### config.mk
export PLATFORM = sky130hd
export DESIGN_NAME = axi_lite_ram_slave
export DESIGN_NICKNAME = d
export VERILOG_FILES = /design/src/rtl/axi_lite_ram_slave.sv
export SDC_FILE = /design/constraint.sdc
export NUM_CORES = 1
export LEC_CHECK = 0
export ABC_AREA = 1
export CORE_MARGIN = 5
export CORE_UTILIZATION = 34
export CTS_CLUSTER_SIZE = 8
export DETAILED_ROUTE_END_ITERATION = 12
export PLACE_DENSITY = 0.88
export SLEW_MARGIN = 20
export SYNTH_ARGS = -nofsm -noshare
export SYNTH_HDL_FRONTEND = slang
export SYNTH_SLANG_ARGS = --single-unit
### constraint.sdc
create_clock -name clk -period 1.5 [get_ports clk]
set_clock_uncertainty 0.15 [all_clocks]
set_input_delay 0.45 -clock clk [delete_from_list [all_inputs] [get_ports clk]]
set_output_delay 0.45 -clock clk [all_outputs]
set_load 0.03 [all_outputs]
### src/rtl/axi_lite_ram_slave.sv
`default_nettype none
`timescale 1ns/1ps
// +--------------------------------------------------------------------------+
// | Module   : axi_lite_ram_slave                                            |
// | Brief    : AXI4-Lite slave that turns each transaction into a single     |
// |            Simple_RAM access. Optional macro AXI_RAM_ADDR_CHECK_EN turns  |
// |            out-of-range accesses into SLVERR responses.                  |
// | Revision : 1.0 - initial release                                         |
// +--------------------------------------------------------------------------+
module axi_lite_ram_slave #(
    parameter int  DATA_WIDTH_BYTES = 4,
    parameter int  NUM_SLOTS        = 5,
    parameter int  AXI_ADDR_WIDTH   = 32,
    localparam int DATA_WIDTH_BITS  = DATA_WIDTH_BYTES * 8,
    localparam int RAM_ADDR_BITS    = $clog2(NUM_SLOTS),
    localparam int ADDR_LSB         = $clog2(DATA_WIDTH_BYTES)
) (
    input  logic                        clk,
    input  logic                        rst_n,
    input  logic [AXI_ADDR_WIDTH-1:0]   s_axi_awaddr,
    input  logic                        s_axi_awvalid,
    output logic                        s_axi_awready,
    input  logic [DATA_WIDTH_BITS-1:0]  s_axi_wdata,
    input  logic [DATA_WIDTH_BYTES-1:0] s_axi_wstrb,
    input  logic                        s_axi_wvalid,
    output logic                        s_axi_wready,
    output logic [1:0]                  s_axi_bresp,
    output logic                        s_axi_bvalid,
    input  logic                        s_axi_bready,
    input  logic [AXI_ADDR_WIDTH-1:0]   s_axi_araddr,
    input  logic                        s_axi_arvalid,
    output logic                        s_axi_arready,
    output logic [DATA_WIDTH_BITS-1:0]  s_axi_rdata,
    output logic [1:0]                  s_axi_rresp,
    output logic                        s_axi_rvalid,
    input  logic                        s_axi_rready,
    output logic                        ram_r_en,
    output logic [RAM_ADDR_BITS-1:0]    ram_r_addr,
    input  logic [DATA_WIDTH_BITS-1:0]  ram_r_data,
    output logic                        ram_w_en,
    output logic [RAM_ADDR_BITS-1:0]    ram_w_addr,
    output logic [DATA_WIDTH_BITS-1:0]  ram_w_data,
    output logic [DATA_WIDTH_BYTES-1:0] ram_w_strb
);

    localparam logic [1:0] c_RESP_OKAY   = 2'b00;
    localparam logic [1:0] c_RESP_SLVERR = 2'b10;
`ifdef AXI_RAM_ADDR_CHECK_EN
    localparam bit c_ADDR_CHECK = 1'b1;
`else
    localparam bit c_ADDR_CHECK = 1'b0;
`endif

    typedef enum logic [1:0] {
        W_IDLE   = 2'd0,
        W_ACCESS = 2'd1,
        W_RESP   = 2'd2
    } wstate_t;

    typedef enum logic [1:0] {
        R_IDLE    = 2'd0,
        R_ACCESS  = 2'd1,
        R_CAPTURE = 2'd2,
        R_RESP    = 2'd3
    } rstate_t;

    function automatic logic [RAM_ADDR_BITS-1:0] f_idx(input logic [AXI_ADDR_WIDTH-1:0] addr);
        return addr[ADDR_LSB +: RAM_ADDR_BITS];
    endfunction

    function automatic logic f_in_range(input logic [AXI_ADDR_WIDTH-1:0] addr);
        logic [RAM_ADDR_BITS:0] w_idx_ext;
        w_idx_ext = {1'b0, addr[ADDR_LSB +: RAM_ADDR_BITS]};
        return (w_idx_ext < (RAM_ADDR_BITS + 1)'(NUM_SLOTS)) &&
               ((addr >> (ADDR_LSB + RAM_ADDR_BITS)) == '0);
    endfunction

    // Byte-offset bits never select anything.
    logic w_unused_addr_lsbs;
    assign w_unused_addr_lsbs = ^{s_axi_awaddr[ADDR_LSB-1:0], s_axi_araddr[ADDR_LSB-1:0]};

    // ------------------------------------------------------------------ write
    wstate_t                     r_wstate, w_wstate_nxt;
    logic                        r_aw_held, r_w_held;
    logic                        r_awready, r_wready, r_bvalid;
    logic [1:0]                  r_bresp;
    logic                        w_awready_nxt, w_wready_nxt, w_bvalid_nxt;
    logic [1:0]                  w_bresp_nxt;
    logic [RAM_ADDR_BITS-1:0]    r_wr_idx;
    logic                        r_wr_inrange;
    logic [DATA_WIDTH_BITS-1:0]  r_wdata;
    logic [DATA_WIDTH_BYTES-1:0] r_wstrb;
    logic                        w_aw_fire, w_w_fire, w_aw_have, w_w_have, w_ram_w_en;

    assign w_aw_fire  = (r_wstate == W_IDLE) && r_awready && s_axi_awvalid;
    assign w_w_fire   = (r_wstate == W_IDLE) && r_wready && s_axi_wvalid;
    assign w_aw_have  = r_aw_held || w_aw_fire;
    assign w_w_have   = r_w_held || w_w_fire;
    assign w_ram_w_en = (r_wstate == W_ACCESS) && r_wr_inrange;

    always_comb begin
        w_wstate_nxt  = r_wstate;
        w_awready_nxt = 1'b0;
        w_wready_nxt  = 1'b0;
        w_bvalid_nxt  = r_bvalid;
        w_bresp_nxt   = r_bresp;
        case (r_wstate)
            W_IDLE: begin
                if (w_aw_have && w_w_have) begin
                    w_wstate_nxt = W_ACCESS;
                end else begin
                    w_awready_nxt = !w_aw_have;
                    w_wready_nxt  = !w_w_have;
                end
            end
            W_ACCESS: begin
                w_wstate_nxt = W_RESP;
                w_bvalid_nxt = 1'b1;
                w_bresp_nxt  = (!r_wr_inrange && c_ADDR_CHECK) ? c_RESP_SLVERR : c_RESP_OKAY;
            end
            W_RESP: begin
                if (s_axi_bready) begin
                    w_wstate_nxt  = W_IDLE;
                    w_bvalid_nxt  = 1'b0;
                    w_awready_nxt = 1'b1;
                    w_wready_nxt  = 1'b1;
                end
            end
            default: begin
                w_wstate_nxt = W_IDLE;
            end
        endcase
    end

    always_ff @(posedge clk or negedge rst_n) begin
        if (!rst_n) begin
            r_wstate     <= W_IDLE;
            r_aw_held    <= 1'b0;
            r_w_held     <= 1'b0;
            r_awready    <= 1'b0;
            r_wready     <= 1'b0;
            r_bvalid     <= 1'b0;
            r_bresp      <= c_RESP_OKAY;
            r_wr_idx     <= '0;
            r_wr_inrange <= 1'b0;
            r_wdata      <= '0;
            r_wstrb      <= '0;
        end else begin
            r_wstate  <= w_wstate_nxt;
            r_awready <= w_awready_nxt;
            r_wready  <= w_wready_nxt;
            r_bvalid  <= w_bvalid_nxt;
            r_bresp   <= w_bresp_nxt;
            // Hold flags only matter while idle; clear them once the access starts.
            if (r_wstate != W_IDLE) begin
                r_aw_held <= 1'b0;
                r_w_held  <= 1'b0;
            end else begin
                if (w_aw_fire) r_aw_held <= 1'b1;
                if (w_w_fire)  r_w_held  <= 1'b1;
            end
            if (w_aw_fire) begin
                r_wr_idx     <= f_idx(s_axi_awaddr);
                r_wr_inrange <= f_in_range(s_axi_awaddr);
            end
            if (w_w_fire) begin
                r_wdata <= s_axi_wdata;
                r_wstrb <= s_axi_wstrb;
            end
        end
    end

    // ------------------------------------------------------------------- read
    rstate_t                    r_rstate, w_rstate_nxt;
    logic                       r_arready, r_rvalid;
    logic [1:0]                 r_rresp;
    logic [DATA_WIDTH_BITS-1:0] r_rdata;
    logic                       w_arready_nxt, w_rvalid_nxt;
    logic [1:0]                 w_rresp_nxt;
    logic [DATA_WIDTH_BITS-1:0] w_rdata_nxt;
    logic [RAM_ADDR_BITS-1:0]   r_rd_idx;
    logic                       r_rd_inrange;
    logic                       w_ar_fire, w_collide;

    assign w_ar_fire = (r_rstate == R_IDLE) && r_arready && s_axi_arvalid;
    // A read of the word being written this cycle waits one cycle to see the merged data.
    assign w_collide = (r_rstate == R_ACCESS) && r_rd_inrange && w_ram_w_en &&
                       (r_rd_idx == r_wr_idx);

    always_comb begin
        w_rstate_nxt  = r_rstate;
        w_arready_nxt = 1'b0;
        w_rvalid_nxt  = r_rvalid;
        w_rresp_nxt   = r_rresp;
        w_rdata_nxt   = r_rdata;
        case (r_rstate)
            R_IDLE: begin
                if (w_ar_fire) begin
                    w_rstate_nxt = R_ACCESS;
                end else begin
                    w_arready_nxt = 1'b1;
                end
            end
            R_ACCESS: begin
                if (!w_collide) begin
                    w_rstate_nxt = R_CAPTURE;
                end
            end
            R_CAPTURE: begin
                w_rstate_nxt = R_RESP;
                w_rvalid_nxt = 1'b1;
                w_rdata_nxt  = r_rd_inrange ? ram_r_data : '0;
                w_rresp_nxt  = (!r_rd_inrange && c_ADDR_CHECK) ? c_RESP_SLVERR : c_RESP_OKAY;
            end
            R_RESP: begin
                if (s_axi_rready) begin
                    w_rstate_nxt  = R_IDLE;
                    w_rvalid_nxt  = 1'b0;
                    w_arready_nxt = 1'b1;
                end
            end
            default: begin
                w_rstate_nxt = R_IDLE;
            end
        endcase
    end

    always_ff @(posedge clk or negedge rst_n) begin
        if (!rst_n) begin
            r_rstate     <= R_IDLE;
            r_arready    <= 1'b0;
            r_rvalid     <= 1'b0;
            r_rresp      <= c_RESP_OKAY;
            r_rdata      <= '0;
            r_rd_idx     <= '0;
            r_rd_inrange <= 1'b0;
        end else begin
            r_rstate  <= w_rstate_nxt;
            r_arready <= w_arready_nxt;
            r_rvalid  <= w_rvalid_nxt;
            r_rresp   <= w_rresp_nxt;
            r_rdata   <= w_rdata_nxt;
            if (w_ar_fire) begin
                r_rd_idx     <= f_idx(s_axi_araddr);
                r_rd_inrange <= f_in_range(s_axi_araddr);
            end
        end
    end

    assign s_axi_awready = r_awready;
    assign s_axi_wready  = r_wready;
    assign s_axi_bvalid  = r_bvalid;
    assign s_axi_bresp   = r_bresp;
    assign s_axi_arready = r_arready;
    assign s_axi_rvalid  = r_rvalid;
    assign s_axi_rresp   = r_rresp;
    assign s_axi_rdata   = r_rdata;

    assign ram_w_en   = w_ram_w_en;
    assign ram_w_addr = r_wr_idx;
    assign ram_w_data = r_wdata;
    assign ram_w_strb = r_wstrb;
    assign ram_r_en   = (r_rstate == R_ACCESS) && r_rd_inrange && !w_collide;
    assign ram_r_addr = r_rd_idx;

endmodule
`default_nettype wire

Yosys cells after proc, flatten, opt, wreduce, memory -nomap -nowiden
Index checks and enable logic that the tools add are counted.

operators by class
  bitwise gates (word level) = 0
  div/mod/pow operators = 0
  add/subtract/negate cells = 0
  shift operators = 0
  multiply operators = 0
  $lt $le $gt $ge = 2
  mux-type cells = 24
  reductions and logical operators = 32
  equal/unequal tests = 11

operator list
  operator                                               number
  zero test 32 bit                                       2
  2-to-1 mux 32 bit                                      1
  logical AND 1 bit                                      14
  2-to-1 mux 1 bit                                       11
  2-to-1 mux 2 bit                                       5
  one-hot mux 1 bit (2 select lines)                     5
  nonzero test 2 bit                                     5
  inequality test 2 bit, second input constant           4
  one-hot mux 2 bit (4 select lines)                     1
  equality test 2 bit, second input constant             3
  less-than comparator 3 bit, second input constant      2
  one-hot mux 2 bit (3 select lines)                     1
  AND reduction 2 bit                                    3
  equality test 2 x 1 -> 1 bit, second input constant    2
  zero test 2 bit                                        2
  equality test 3 bit                                    1
  zero test 1 bit                                        3
  AND reduction 3 bit                                    1
  logical OR 1 bit                                       2
  inequality test 2 x 1 -> 1 bit, second input constant  1

storage, ports and cells
  bits of input ports = 139
  RAM bits = 0
  output and inout port bits = 85
  bits in latches = 0
  register bits after elaboration = 87
  memories kept = 0
  bits in read-only memories = 0

Longest topological paths before layout
  depth in word-level cells = 7
  depth in mapped cells = 9
  mapped depth without buffers = 9

Worst setup path before layout
Ideal clock, no wire load.

  kind = register -> output
  start = register r_wstate[0]
  end = output port ram_r_en
  cell stages (with the launch flop) = 4
  arrival = 1272 ps
  required time = 900 ps
  slack = -372 ps
  cell sequence = dfrtp_1 > nand3_1 > inv_1 > a31oi_1

on the way
  longest elaborated chain between the ends = 6

RTL lines
  element                          line  source
  start: declaration               83    wstate_t r_wstate, w_wstate_nxt;
  start signal: assignment         149   r_wstate <= w_wstate_nxt;
  equality test 2 x 1 -> 1 bit     99    assign w_ram_w_en = (r_wstate == W_ACCESS) && r_wr_inrange;
  logical AND 1 bit                99
  named net ram_w_en               40    output logic ram_w_en,
  logical AND 1 bit (2 in series)  187   assign w_collide = (r_rstate == R_ACCESS) && r_rd_inrange && w_ram_w_en &&
  zero test 1 bit                  263   assign ram_r_en = (r_rstate == R_ACCESS) && r_rd_inrange && !w_collide;
  logical AND 1 bit                263
  end: declaration                 37    output logic ram_r_en,

The timed path passes the listed nets, and every way through them passes these cells.

Final worst setup path
  start = register r_wr_idx[0], in the netlist ram_w_addr[0]
  end = output port ram_r_en

on the way
  longest elaborated chain between the ends = 4

RTL lines
  element                   line  source
  start: declaration        89    logic [RAM_ADDR_BITS-1:0] r_wr_idx;
  start signal: assignment  163   r_wr_idx <= f_idx(s_axi_awaddr);
  equality test 3 bit       188   (r_rd_idx == r_wr_idx);
  logical AND 1 bit         187
  zero test 1 bit           263
  logical AND 1 bit         263

No other way between the ends.

==> flow_metrics.env <==
export IMPL_outcome="finished with violations"
export IMPL_violations="setup timing"
export IMPL_vias=3881
export IMPL_die_w_um=115.6
export IMPL_area_growth_pct=101.5
export IMPL_final_cell_area_sq_um=7637
export IMPL_use_met2_pct=35.19
export IMPL_finalWorstSetupSlack_ns=-0.4366
export IMPL_grt_util_met3_pct=4.804
export IMPL_drt_pass1_iter_count=5
export IMPL_hold_depth=2
export IMPL_n_antenna_cell=0
export IMPL_ys_ff_latch=87
export IMPL_drt_initial_drc_count=188
export IMPL_finalHoldViolations=0
export IMPL_drt_total_wl_um=13930
export IMPL_cts_buffers=9
export IMPL_grt_pass1_wl_um=19810
export IMPL_fmax_mhz=516.4
export IMPL_end_kind="output port"
export IMPL_ant_nets=0
export IMPL_reg2regPathDepth=5
export IMPL_rsz0062_at_grt="yes"
export IMPL_drc=0
export IMPL_pre_cts_ws_ns=-0.3541
export IMPL_io_buffers=215
export IMPL_die_area_sq_um=13360
export IMPL_top_usage_layer="met2"
export IMPL_ir_drop_mv=1.443
export IMPL_worst_ep_arrival_time_ns=1.34
export IMPL_ys_top_cells_by_area="dfrtp_1 (57%), nand2_1 (11%), mux2_4 (7.1%)"
export IMPL_clkLatencyLatePin_ns=0.34
export IMPL_synth_top_area_share_pct=57.44
export IMPL_whs_endpoint="s_axi_rdata[20]"
export IMPL_yosysSeqAreaShare_pct=57.44
export IMPL_grt_util_met1_pct=20.48
export IMPL_initial_core_util_pct=34.81
export IMPL_cp_slowest_stage_delay_ns=0.44
export IMPL_clk_pin_slew_ns=0.09
export IMPL_path_max_fanout=3
export IMPL_post_dp_hpwl_um=8783
export IMPL_p_leak_nw=3.704
export IMPL_synth_area_sq_um=3790
export IMPL_layout_drive_gt1_share_pct=44.90
export IMPL_required_ns=0.90
export IMPL_rows=38
export IMPL_grt_pass1_vias=4162
export IMPL_place_congestion=0.8277
export IMPL_ys_types=22
export IMPL_yosysWarnings=0
export IMPL_chipHeight_um=115.6
export IMPL_wl_per_cell_um=16.86
export IMPL_fin_crit_ns=1.937
export IMPL_core_area_sq_um=10890
export IMPL_fin_nets=825
export IMPL_synth_largest_area_cell="dfrtp_1"
export IMPL_power_density_nw_per_um2=1731
export IMPL_hp_class="reg -> reg"
export IMPL_criticalPathCategory="reg -> out"
export IMPL_min_from="s_axi_rdata[20]"
export IMPL_grt_usage_pct=18.72
export IMPL_total_power_mw=13.22
export IMPL_cts_tree="built"
export IMPL_setup_viol=102
export IMPL_dp_cells=739
export IMPL_final_util_pct=70.14
export IMPL_clock_sinks=87
export IMPL_antenna_found_initial=0
export IMPL_mostFrequentLayoutCell="clkdlybuf4s50_1"
export IMPL_placed_area_sq_um=6043
export IMPL_cap_viol_max_count=0
export IMPL_rrSetupSlack_ns=-0.18
export IMPL_slew_violations=0
export IMPL_r2r_start="r_wstate[0]"
export IMPL_cp_slowest_cell="dfrtp_2"
export IMPL_final_cell_mix="clkdlybuf4s50_1 (133), buf_6 (97), dfrtp_1 (82), nand2_1 (66), buf_4 (61)"
export IMPL_avgViaCountPerCell=4.699
export IMPL_gr_total_overflow=0
export IMPL_reg2reg_to="ram_w_data[11]"
export IMPL_fillers=745
export IMPL_syn_avg_cell_area_sq_um=9.973
export IMPL_grt_max_degree=88
export IMPL_ctsHtreeMaxLevel=3
export IMPL_cts_root_buf="clkbuf_8"
export IMPL_io_pins=224
export IMPL_crit_path_cell_trace="inv_2, nand2_1, nand2_2, nor2_4, a31oi_4, buf_6"
export IMPL_critPathLaunchType="flop"
export IMPL_final_cells=826
export IMPL_finalCritPeriodShare_pct=129.1
export IMPL_cts_buffer_depth=2
export IMPL_synthCells=380
## cell usage after synthesis
cell      number
a21oi_1        2
a31oi_1        1
buf_2          1
buf_4          4
buf_6          3
clkbuf_1      11
conb_1         1
dfrtp_1       87
ha_1           5
inv_1         20
mux2_2        18
mux2_4        18
nand2_1      109
nand3_1       41
nand3_2        1
nand4_1        1
nor2_1        40
nor2_2         1
nor3_1         3
o21ai_0       11
or2_2          1
xnor2_1        1
## cell families after synthesis
kind of cell,Yosys count,synth area share [%]
adders and majority gates,5,1.651
muxes,36,12.48
buffers and inverters,39,4.886
xor gates and xnor gates,1,0.2311
other,1,0.09895
DFF,87,57.44
and+or+nand+nor,197,21.33
AOI/OAI and AO/OA,14,1.882
## through the flow
stage,hold WS (ns),setup TNS (ns)
6_report,0.3619,-9.388
3_3_place_gp,0.3119,-16.07
4_1_cts,0.3364,-2.595
3_5_place_dp,0.3165,-19.29
5_1_grt,0.3871,-15.68
2_1_floorplan,0.004409,-0.08495
## how the worst max path moves through the flow
stage	end	cells past startpoint	from	slack (ns)
global placement	ram_w_strb[0]	4	s_axi_wvalid	-0.31
finish	ram_r_en	6	ram_w_addr[0]	-0.44
global route	ram_r_en	6	ram_w_addr[1]	-0.51
detailed placement	ram_w_data[1]	4	s_axi_wvalid	-0.35
CTS	ram_r_en	6	ram_r_addr[1]	-0.43
floorplan	ram_r_en	5	ram_w_addr[1]	-0.08
## state kept, by name, summed over array words and instances, names as in the netlist
name	count
s_axi_arready	1
s_axi_wready	1
r_wstate	2
r_wr_inrange	1
s_axi_rdata	32
r_w_held	1
s_axi_awready	1
s_axi_bvalid	1
r_aw_held	1
r_rd_inrange	1
ram_w_data	32
ram_w_strb	4
ram_r_addr	3
r_rstate	2
s_axi_rvalid	1
ram_w_addr	3
## area by class of cell
type                            instances  area, sq um  area share (%)
Multi-Input combinational cell        257         1788           23.41
Sequential cell                        87         2183           28.59
Inverter                               20        92.59           1.212
Clock inverter                          5        57.56          0.7536
Clock buffer                           11        131.4           1.720
Timing Repair Buffer                  306         3209           42.02
Tap cell                              140        175.2           2.294
## worst max-delay path: cells and delay by family, from the launching register on
family	cells	cell delay, ns
buf+inv	2	0.21
compound gates	1	0.15
simple gates	3	0.18
flops	1	0.44
## where the power goes
| part | internal, mW | total [mW] | switching (mW) |
|---|---|---|---|
| clock network | 0.776 | 1.61 | 0.830 |
| logic | 4.24 | 7.92 | 3.68 |
| registers | 3.08 | 3.69 | 0.616 |
## what timing repair did
| action | in CTS | in global routing |
|---|---|---|
| pin swaps | 11 | 24 |
| setup endpoints to repair | 115 | 149 |
| gates resized for setup | 109 | 104 |
| hold endpoints to repair | 45 | 0 |
| gates cloned | 1 | 7 |
| buffers inserted | 41 | 28 |
| hold buffers | 1 | 0 |
## layer usage
layer,vias to the layer above,part of all wire [%]
li1,1815,-
met1,1870,37
met2,171,54
met3,25,6.8
met4,0,2.2
met5,-,0
(Power assumes the default switching activity.)
